$ cat src/rtl/prog_pkg.sv
// rtl/prog_pkg.sv - shared types and constants for the program sequencer
package prog_pkg;

   typedef enum logic [1:0] {
      IDLE = 2'd0,
      RUN  = 2'd1,
      DONE = 2'd2
   } ctrl_state_t;

   localparam int PC_W      = 10;
   localparam int NUM_PROGS = 3;

   typedef logic [PC_W-1:0] pc_t;

   // Program index steps 0->1->2->0; any out-of-range index restarts at 0.
   function automatic logic [1:0] next_prog(input logic [1:0] p);
      return (p >= 2'(NUM_PROGS - 1)) ? 2'd0 : p + 2'd1;
   endfunction

endpackage

$ cat src/rtl/pc_reg.sv
// rtl/pc_reg.sv - program counter register with load, increment and hold
module pc_reg #(
   parameter int           W         = 10,
   parameter logic [W-1:0] RESET_VAL = '0
) (
   input  logic         clk,
   input  logic         rst_n,
   input  logic         load,
   input  logic         inc,
   input  logic [W-1:0] load_value,
   output logic [W-1:0] pc
);

   // Load beats increment; increment wraps modulo 2^W.
   always_ff @(posedge clk or negedge rst_n) begin
      if (!rst_n) begin
         pc <= RESET_VAL;
      end else if (load) begin
         pc <= load_value;
      end else if (inc) begin
         pc <= pc + W'(1);
      end
   end

endmodule

$ cat src/rtl/prog_counter_ctrl.sv
// rtl/prog_counter_ctrl.sv - PC and program sequencing FSM (IDLE/RUN/DONE)
module prog_counter_ctrl
   import prog_pkg::*;
#(
   parameter int              PC_W  = prog_pkg::PC_W,
   parameter logic [PC_W-1:0] BASE0 = 10'd0,
   parameter logic [PC_W-1:0] BASE1 = 10'd256,
   parameter logic [PC_W-1:0] BASE2 = 10'd512,
   parameter int              CNT_W = 16
) (
   input  logic             Clk,
   input  logic             Reset_n,
   input  logic             Start,
   input  logic             Stall,
   input  logic             Halt,
   input  logic             BranchTaken,
   input  logic [PC_W-1:0]  Target,
   output logic [PC_W-1:0]  PC,
   output logic [1:0]       ProgState,
   output logic             Running,
   output logic             Done,
   output logic [CNT_W-1:0] CycleCount
);

   ctrl_state_t      state, state_nxt;
   logic [1:0]       prog_nxt;
   logic             pc_load, pc_inc;
   logic [PC_W-1:0]  pc_value;
   logic             cnt_clr, cnt_inc;

   function automatic logic [PC_W-1:0] base_of(input logic [1:0] p);
      case (p)
         2'd1:    return BASE1;
         2'd2:    return BASE2;
         default: return BASE0;
      endcase
   endfunction

   always_ff @(posedge Clk or negedge Reset_n) begin
      if (!Reset_n) begin
         state      <= IDLE;
         ProgState  <= 2'd0;
         CycleCount <= '0;
      end else begin
         state     <= state_nxt;
         ProgState <= prog_nxt;
         if (cnt_clr) begin
            CycleCount <= '0;
         end else if (cnt_inc && (CycleCount != {CNT_W{1'b1}})) begin
            CycleCount <= CycleCount + CNT_W'(1);
         end
      end
   end

   always_comb begin
      state_nxt = state;
      prog_nxt  = ProgState;
      pc_load   = 1'b0;
      pc_inc    = 1'b0;
      pc_value  = PC;
      cnt_clr   = 1'b0;
      cnt_inc   = 1'b0;
      case (state)
         RUN: begin
            // Stall freezes everything; Halt outranks a taken branch.
            if (!Stall) begin
               cnt_inc = 1'b1;
               if (Halt) begin
                  state_nxt = DONE;
               end else if (BranchTaken) begin
                  pc_load  = 1'b1;
                  pc_value = Target;
               end else begin
                  pc_inc = 1'b1;
               end
            end
         end
         DONE: begin
            if (!Start) begin
               state_nxt = IDLE;
               prog_nxt  = next_prog(ProgState);
               pc_load   = 1'b1;
               pc_value  = base_of(next_prog(ProgState));
            end
         end
         default: begin
            pc_load  = 1'b1;
            pc_value = base_of(ProgState);
            if (Start) begin
               state_nxt = RUN;
               cnt_clr   = 1'b1;
            end
         end
      endcase
   end

   pc_reg #(
      .W         (PC_W),
      .RESET_VAL (BASE0)
   ) u_pc_reg (
      .clk        (Clk),
      .rst_n      (Reset_n),
      .load       (pc_load),
      .inc        (pc_inc),
      .load_value (pc_value),
      .pc         (PC)
   );

   assign Running = (state == RUN);
   assign Done    = (state == DONE);

endmodule

$ cat config.mk
export PLATFORM = sky130hd
export DESIGN_NAME = prog_counter_ctrl
export DESIGN_NICKNAME = d
export VERILOG_FILES = /design/src/rtl/prog_pkg.sv /design/src/rtl/pc_reg.sv /design/src/rtl/prog_counter_ctrl.sv
export SDC_FILE = /design/constraint.sdc
export NUM_CORES = 1
export LEC_CHECK = 0
export CAP_MARGIN = 15
export CORE_ASPECT_RATIO = 0.75
export CORE_MARGIN = 2
export CORE_UTILIZATION = 51
export CTS_CLUSTER_SIZE = 28
export DETAILED_ROUTE_END_ITERATION = 10
export PLACE_DENSITY = 0.8
export SETUP_SLACK_MARGIN = 0.2
export SYNTH_ARGS = -nofsm -noshare
export SYNTH_HDL_FRONTEND = slang
export SYNTH_SLANG_ARGS = --single-unit
export TNS_END_PERCENT = 30
$ cat constraint.sdc
create_clock -name Clk -period 2.72 [get_ports Clk]
set_input_delay 0.544 -clock Clk [delete_from_list [all_inputs] [get_ports Clk]]
set_output_delay 0.544 -clock Clk [all_outputs]
set_load 0.02 [all_outputs]
==> results of run 1 <==
[where the power goes]
group | internal [W] | leakage (nW) | switching, W | total, W
combinational | 0.000776 | 0.611 | 0.000881 | 0.00166
sequential | 0.000568 | 0.395 | 0.000133 | 0.000701
clock | 0.000204 | 0.0482 | 0.000168 | 0.000372
total | 0.00155 | 1.05 | 0.00118 | 0.00273
[cells in the mapped netlist (3+ instances only)]
cell,n,area [µm²]
dfrtp_1,30,750.7
and4_1,3,26.28
and3_1,7,43.79
o21ai_0,11,55.05
nand2b_1,8,50.05
a31oi_1,3,18.77
ha_1,4,50.05
nand4_1,8,50.05
a32oi_1,8,70.07
clkbuf_1,6,22.52
nor3_1,3,15.01
inv_1,11,41.29
a21oi_1,16,80.08
and2_1,4,25.02
nor2_1,3,11.26
nand3_1,8,40.04
buf_2,5,25.02
buf_6,3,33.78
o31ai_1,7,52.55
nand2_1,26,97.59
mux2i_1,7,70.07
o32a_1,4,40.04
or4_1,4,30.03
or3_1,6,37.54
[layout make-up]
class | instances | area [µm²]
fill | 335 | 1304
multi-input combinational | 179 | 1230
sequential | 30 | 750.7
timing repair buffer | 54 | 518.0
clock buffer | 7 | 86.33
tap | 55 | 68.82
inverter | 11 | 41.29
clock inverter | 1 | 5.005
[worst max-delay path: stages (launching register included)]
cell             delay, ps
dfrtp_1                400
inv_1                  100
ha_1                   440
clkdlybuf4s50_1        690
[routing by layer]
layer  vias up  wire, µm  GRT usage, %
li1        998         -             -
met1       993      2687         37.52
met2        66      2332         34.73
met3         2       307         6.042
met4         0        31         7.268
met5         -         0             0
[timing repair]
item,in CTS,in global routing
hold endpoints to repair,0,0
endpoints found under the setup margin,0,2
resized for setup,0,1
buffers inserted,0,0
[how the worst max path moves through the flow]
stage                          end  slack, ps  cells after the start
floorplan           u_pc_reg.pc[5]        600                      8
global placement    u_pc_reg.pc[7]        320                      6
detailed placement  u_pc_reg.pc[5]        290                      6
CTS                        Running        220                      4
global route                  Done        170                      3
finish                        Done        270                      3
[through the flow]
step           area, µm²  instances
2_1_floorplan       2108        235
3_3_place_gp        2606        329
3_5_place_dp        2606        329
4_1_cts             2698        337
5_1_grt             2700        337
6_report            2700        337
[kinds of logic after synthesis]
logic type | after synthesis
simple gates | 97
compound gates | 70
flops | 30
buf+inv | 26
mux | 8
fa+ha+maj | 4
==> results.md, run 1 <==
Routing:
- After the first detailed-routing iteration, the DRC count stood at 165.
- Across all layers, the routed design uses 2059 vias.
- The post-detailed-route count of antenna-violating nets is 0.
- The total wire length is 5359 µm.
- The average wire length per cell after detail routing is 15.90 µm.
- The first detailed-routing pass took 4 iterations.
- The mean number of vias per cell is 6.110.
- For this run, design rule violations remaining after detail routing come to 0.

Placement:
- The estimated wirelength of the detail-placed design is 3787 µm.
- The number of buffers inserted by port buffering is 45.
- The final weighted congestion in routability-driven placement is 0.8714.
- Prior to clock tree synthesis, the placed netlist has a worst setup slack of 289.8 ps.

Worst setup path:
- The kind of start point of the critical path is a flop.
- The worst endpoint data arrival time is 1910 ps.
- The timing startpoint of the critical path is state[0].
- The internal reg-to-reg setup slack is 530 ps.
- The kind of end point of the critical path is an output pin.
- Data on the critical path is required at its endpoint by 2180 ps.
- The endpoint identified for the worst register-to-register timing path is u_pc_reg.pc[1].
- The cell count of the worst reg-to-reg path is 5.
- In this run the critical register-to-register path is launched from state[0].
- The largest fanout of any net on the critical path is 14.
- The path type of the worst setup path is flop to output pin.

CTS:
- For this design, the CTS-stage hold fixing added 0 buffers.
- The number of H-tree levels is 2.
- The total clock buffers created by CTS is 5.
- The number of sinks handled by clock tree synthesis is 30.
- The clock tree from TritonCTS is built.
- The maximum clock path buffer count is 2.
- The clock slew seen by the registers of the worst setup and hold paths is 60 ps.
- In this run the clock root is driven by a clkbuf_8.
- The later-pin clock latency in the skew report is 280 ps.

Job:
- The max capacitance violation total is 0.

Layout:
- In the layout the commonest cells are clkdlybuf4s50_1, dfrtp_1, nand2_1.
- The register with the most flip-flops in the layout has 16 of them.
- The post-synthesis to final-layout area growth is 28.07%.
- In the final design database the tool counted 301 nets.
- The antenna diode count is 0.
- The final core utilization is 67.44%.
- The library cell used most frequently in the layout, excluding fill and tap cells, is clkdlybuf4s50_1.
- The proportion of layout cells with a drive suffix above 1 is 9.220%.

Floorplan:
- Pin placement for this block handled 46 I/O pins.
- For this configuration, the core starts out at a cell density of 52.66%.
- The floorplan step defined a die boundary enclosing 4669 µm².
- The width of the die is 78.24 µm.
- The core footprint is 4004 µm².
- After floorplanning, the core was divided into 20 placement rows.
- The die span in y is 59.68 µm.

Yosys:
- Among all flip-flop cells after synthesis, the most frequent one is dfrtp_1.
- The distinct cell type count after synthesis is 56.
- The cell count after synthesis came out at 235.
- In the synthesized netlist the async set-or-reset flop fraction comes to 100.0%.
- The count of synthesis-stage warnings from yosys is 0.
- The sequential cell area fraction in the yosys report is 35.61%.
- The compound-cell area share of the yosys netlist is 24.27%.
- Measured against the total synthesized area, the mux share comes to 3.858%.
- The flop and latch count out of synthesis is 30.
- Synthesis produced a netlist with a net count of 255.
- The main combinational cell family by area after synthesis is simple AND/OR/NAND/NOR gates.
- The parity-gate share of the synthesized area counting xor and xnor cells is 0%.
- The area share of fa/ha/maj cells after synthesis is 2.374%.
- The synthesized netlist devotes 27.72% of its cell area to simple gates.
- In this run, synthesis inferred 0 flip-flops with an integrated enable.
- The synthesized area is 2108 µm².
- Each instance of the synthesized netlist takes up on average 8.971 µm².

Timing:
- Final hold analysis gives a worst-case slack of 543.0 ps.
- Between clock sinks in the finished design, the worst skew comes to 6.206 ps.
- Setup repair after global routing could not meet its margin everywhere.
- The count of pins over their slew limit is 0.
- For this run, the top clock speed supported by timing is 0.4078 GHz.
- The share of the clock period used by the worst path after layout is 90.15%.
- Setup violations remaining at the end of the flow were counted as 0.
- For the pin with the worst max-slew slack, the measured transition is 579.4 ps.
- Across all setup checks in the final design, the least slack found is 268.0 ps.
- Setup total negative slack on the finished layout was measured at 0 ps.
- The final-report hold violation count is 0.
- Subtracting the final worst setup slack from the clock period gives 2452 ps.
- In this run the tightest slew margin relative to its limit is 61.08%.

GRT:
- The wire length of the first global-routing pass is 8921 µm.
- The leftover overflow at the end of global routing is 0.
- The number of global-route vias before repair came to 1852.
- The initial antenna violation count is 0.
- Entering global routing, the biggest net connects 31 pins.
- The combined global-route utilization of all metal layers is 24.66%.

Worst hold path:
- The path category of the worst min-delay check is flop to flop.
- The cell depth of the worst min-delay path is 1.
- The worst-case hold path end point is u_pc_reg.pc[9].
- The startpoint identified for the worst hold timing path is u_pc_reg.pc[9].

Power and ir drop:
- The standby leakage power is 1.054 nW.
- VDD sags by at most 0.6207 mV.
- The overall power of the completed layout is 0.002730 W.
- The power density over the cells is 1011 nW/µm².

Outcome:
- The run finished with clean final reports.
Power figures use the tool's default switching activity.
==> run 2: changes to the inputs <==
REMOVE_ABC_BUFFERS = 1   (was default)
==> run 2 against run 1 <==
Effect of this change: maximum frequency is 6.7% higher; worst hold slack worse by 12 ps; die area stayed put; final area stayed put; global-route usage is 0.95 points lower; flip-flop and latch count stayed put; highest routed layer unchanged.
==> results.md, run 2 (synthesized netlist as in run 1, its figures left out) <==
Floorplan:
- The width of the die is 78.24 µm (unchanged).
- The core footprint is 4004 µm² (unchanged).
- The die span in y came to 59.68 µm (unchanged).
- The initial cell density of the core is 52.66% (unchanged).
- The boundary pin count was 46 (unchanged).
- The total die area is 4669 µm² (unchanged).
- The number of placement rows was 20 (unchanged).

CTS:
- The clock tree from TritonCTS is built (unchanged).
- The number of H-tree levels was 2 (unchanged).
- The number of sinks handled by clock tree synthesis was 30 (unchanged).
- The maximum clock path buffer count is 2 (unchanged).
- The cell chosen for the clock root is clkbuf_8 (unchanged).
- The later-pin clock latency in the skew report is 280 ps (about the same).
- The clock slew seen by the registers of the worst setup and hold paths is 60 ps (about the same).
- The total clock buffers created by CTS is 5 (unchanged).

GRT:
- The combined global-route utilization of all metal layers is 23.71% (was 24.66%).
- The initial antenna violation count was 0 (unchanged).
- The leftover overflow at the end of global routing came to 0 (unchanged).
- The largest net degree at the start of global routing is 31 (unchanged).
- The wire length of the first global-routing pass came to 8618 µm (was 8921 µm).
- The number of global-route vias before repair is 1796 (was 1852).

Worst setup path:
- The sum of buffers and inverters on the critical path is 2 (unchanged).
- The largest fanout of any net on the critical path came to 14 (unchanged).
- The internal reg-to-reg setup slack is 510 ps (was 530 ps).
- The kind of start point of the critical path is a flop (unchanged).
- The worst endpoint data arrival time is 1750 ps (was 1910 ps).
- The path type of the worst setup path is flop to output pin (unchanged).
- List of cells traversed by the critical path: inv_1, ha_2, clkdlybuf4s50_1 (was inv_1, ha_1, clkdlybuf4s50_1).
- The cell type group with the largest total delay on the critical path is buffers and inverters (unchanged).
- The longest individual stage delay on the worst path is 650 ps (was 690 ps).
- The kind of end point of the critical path is an output pin (unchanged).
- The required time at the endpoint of the critical path is 2180 ps (about the same).
- The slowest cell on the critical path was clkdlybuf4s50_1 (unchanged).

Layout:
- The fill cell total of the finished layout came to 348 (was 335).
- The commonest non-fill, non-tap cell in the layout is clkdlybuf4s50_1 (unchanged).
- The net count reported at finish is 301 (unchanged).
- The post-synthesis to final-layout area growth is 28.07% (unchanged).
- The proportion of layout cells with a drive suffix above 1 is 9.220% (unchanged).
- Commonest cells after routing, fill and taps aside: clkdlybuf4s50_1, dfrtp_1, nand2_1 (unchanged).
- The final core utilization is 67.44% (unchanged).
- The antenna diode count is 0 (unchanged).
- The flip-flop count of the largest register after layout came to 16 (unchanged).

Power and ir drop:
- The maximum ir drop on the vdd rail came to 0.6402 mV (was 0.6207 mV).
- The standby leakage power is 1.054 nW (about the same).
- The power density over the cells is 1021 nW/µm² (was 1011 nW/µm²).

Timing:
- Setup repair after global routing missed its margin: false (was true).
- The worst slew margin relative to its limit is 60.25% (was 61.08%).
- The share of the clock period used by the worst path after layout came to 84.47% (was 90.15%).
- The worst-case setup margin in the final layout was 422.3 ps (was 268.0 ps).
- The post-layout minimum cycle time is 2298 ps (was 2452 ps).
- The count of pins over their slew limit is 0 (unchanged).
- The peak clock frequency supported by timing is 0.4352 GHz (was 0.4078 GHz).
- The post-route setup TNS is 0 ps (unchanged).
- The final-report hold violation count is 0 (unchanged).
- The setup clock skew after layout was 6.046 ps (was 6.206 ps).
- The final-report setup violation count is 0 (unchanged).
- The slew at the pin with the worst max-slew slack is 591.7 ps (was 579.4 ps).

Routing:
- The DRC marker count from the first detailed-route iteration is 158 (was 165).
- The number of iterations in the first detailed-routing pass came to 4 (unchanged).
- The detailed-route DRC error count is 0 (unchanged).
- The average wire length per cell after detail routing is 15.61 µm (was 15.90 µm).
- The vias after detailed routing is 2042 (was 2059).
- The post-detailed-route count of antenna-violating nets was 0 (unchanged).
- The total wire length is 5259 µm (was 5359 µm).
- The mean number of vias per cell is 6.059 (was 6.110).

Placement:
- The estimated wirelength of the detail-placed design is 3727 µm (was 3787 µm).
- The final weighted congestion in routability-driven placement is 0.8417 (was 0.8714).
- The worst-case setup slack after placement is 251.7 ps (was 289.8 ps).
- The number of buffers inserted by port buffering is 45 (unchanged).

Job:
- The max capacitance violation total came to 0 (unchanged).

Outcome:
- Outcome: finished clean (unchanged).

Worst hold path:
- The path category of the worst min-delay check is flop to flop (unchanged).
[run 2: metal layers]
layer  vias to the layer above  wire length [µm]  track usage (%)
li1                        998                 -                -
met1                       977              2687            35.76
met2                        60              2277            34.73
met3                         7               236            4.683
met4                         0                57            7.018
met5                         -                 0                0
[run 2: power breakdown]
part	total [W]	switching [W]	leakage, nW	internal [W]
Sequential	0.000709	0.000141	0.395	0.000568
Clock	0.000377	0.000173	0.0482	0.000204
Combinational	0.00167	0.000886	0.611	0.000786
Total	0.00276	0.00120	1.05	0.00156
[run 2: stage by stage]
stage / power (W) / instance area, µm² / cells / hold WS, ps
after floorplan: 0.001767 / 2019 / 220 / 248.4
after global placement: 0.002317 / 2606 / 329 / 518.2
after detailed placement: 0.002362 / 2606 / 329 / 510.3
after CTS: 0.002741 / 2698 / 337 / 529.0
after global routing: 0.002946 / 2700 / 337 / 552.6
final: 0.002758 / 2700 / 337 / 531.5
[run 2: worst reg2reg max path, delay by kind of cell (launching register included)]
family / cells / cell delay, ps
adders and majority gates: 1 / 260
and+or+nand+nor: 3 / 980
DFF: 1 / 420
AOI/OAI and AO/OA: 1 / 150
buffers and inverters: 2 / 340
[run 2: final cells by class]
cell class	count	area, µm²	share of cell area [%]
multi-input combinational	179	1230	45.55
sequential	30	750.7	27.80
timing repair buffer	54	518.0	19.18
clock buffer	7	86.33	3.197
tap	55	68.82	2.549
inverter	11	41.29	1.529
clock inverter	1	5.005	0.1854
[run 2: path summary, 6_finish.rpt]
path | from | to | cells after the start
setup / recovery | state[0] | Done | 3
setup reg to reg | state[1] | CycleCount[13] | 7
hold reg to reg | u_pc_reg.pc[9] | u_pc_reg.pc[9] | 1
hold / removal | u_pc_reg.pc[9] | u_pc_reg.pc[9] | 1
max in group asynchronous | Reset_n | state[0] | 2
min in group asynchronous | Reset_n | CycleCount[4] | 2
[run 2: repair_timing]
item | CTS | global route
setup buffers | 0 | 0
setup endpoints to repair | 0 | 1
hold buffers | 0 | 0
resized for setup | 0 | 1
endpoints found under the hold margin | 0 | 0
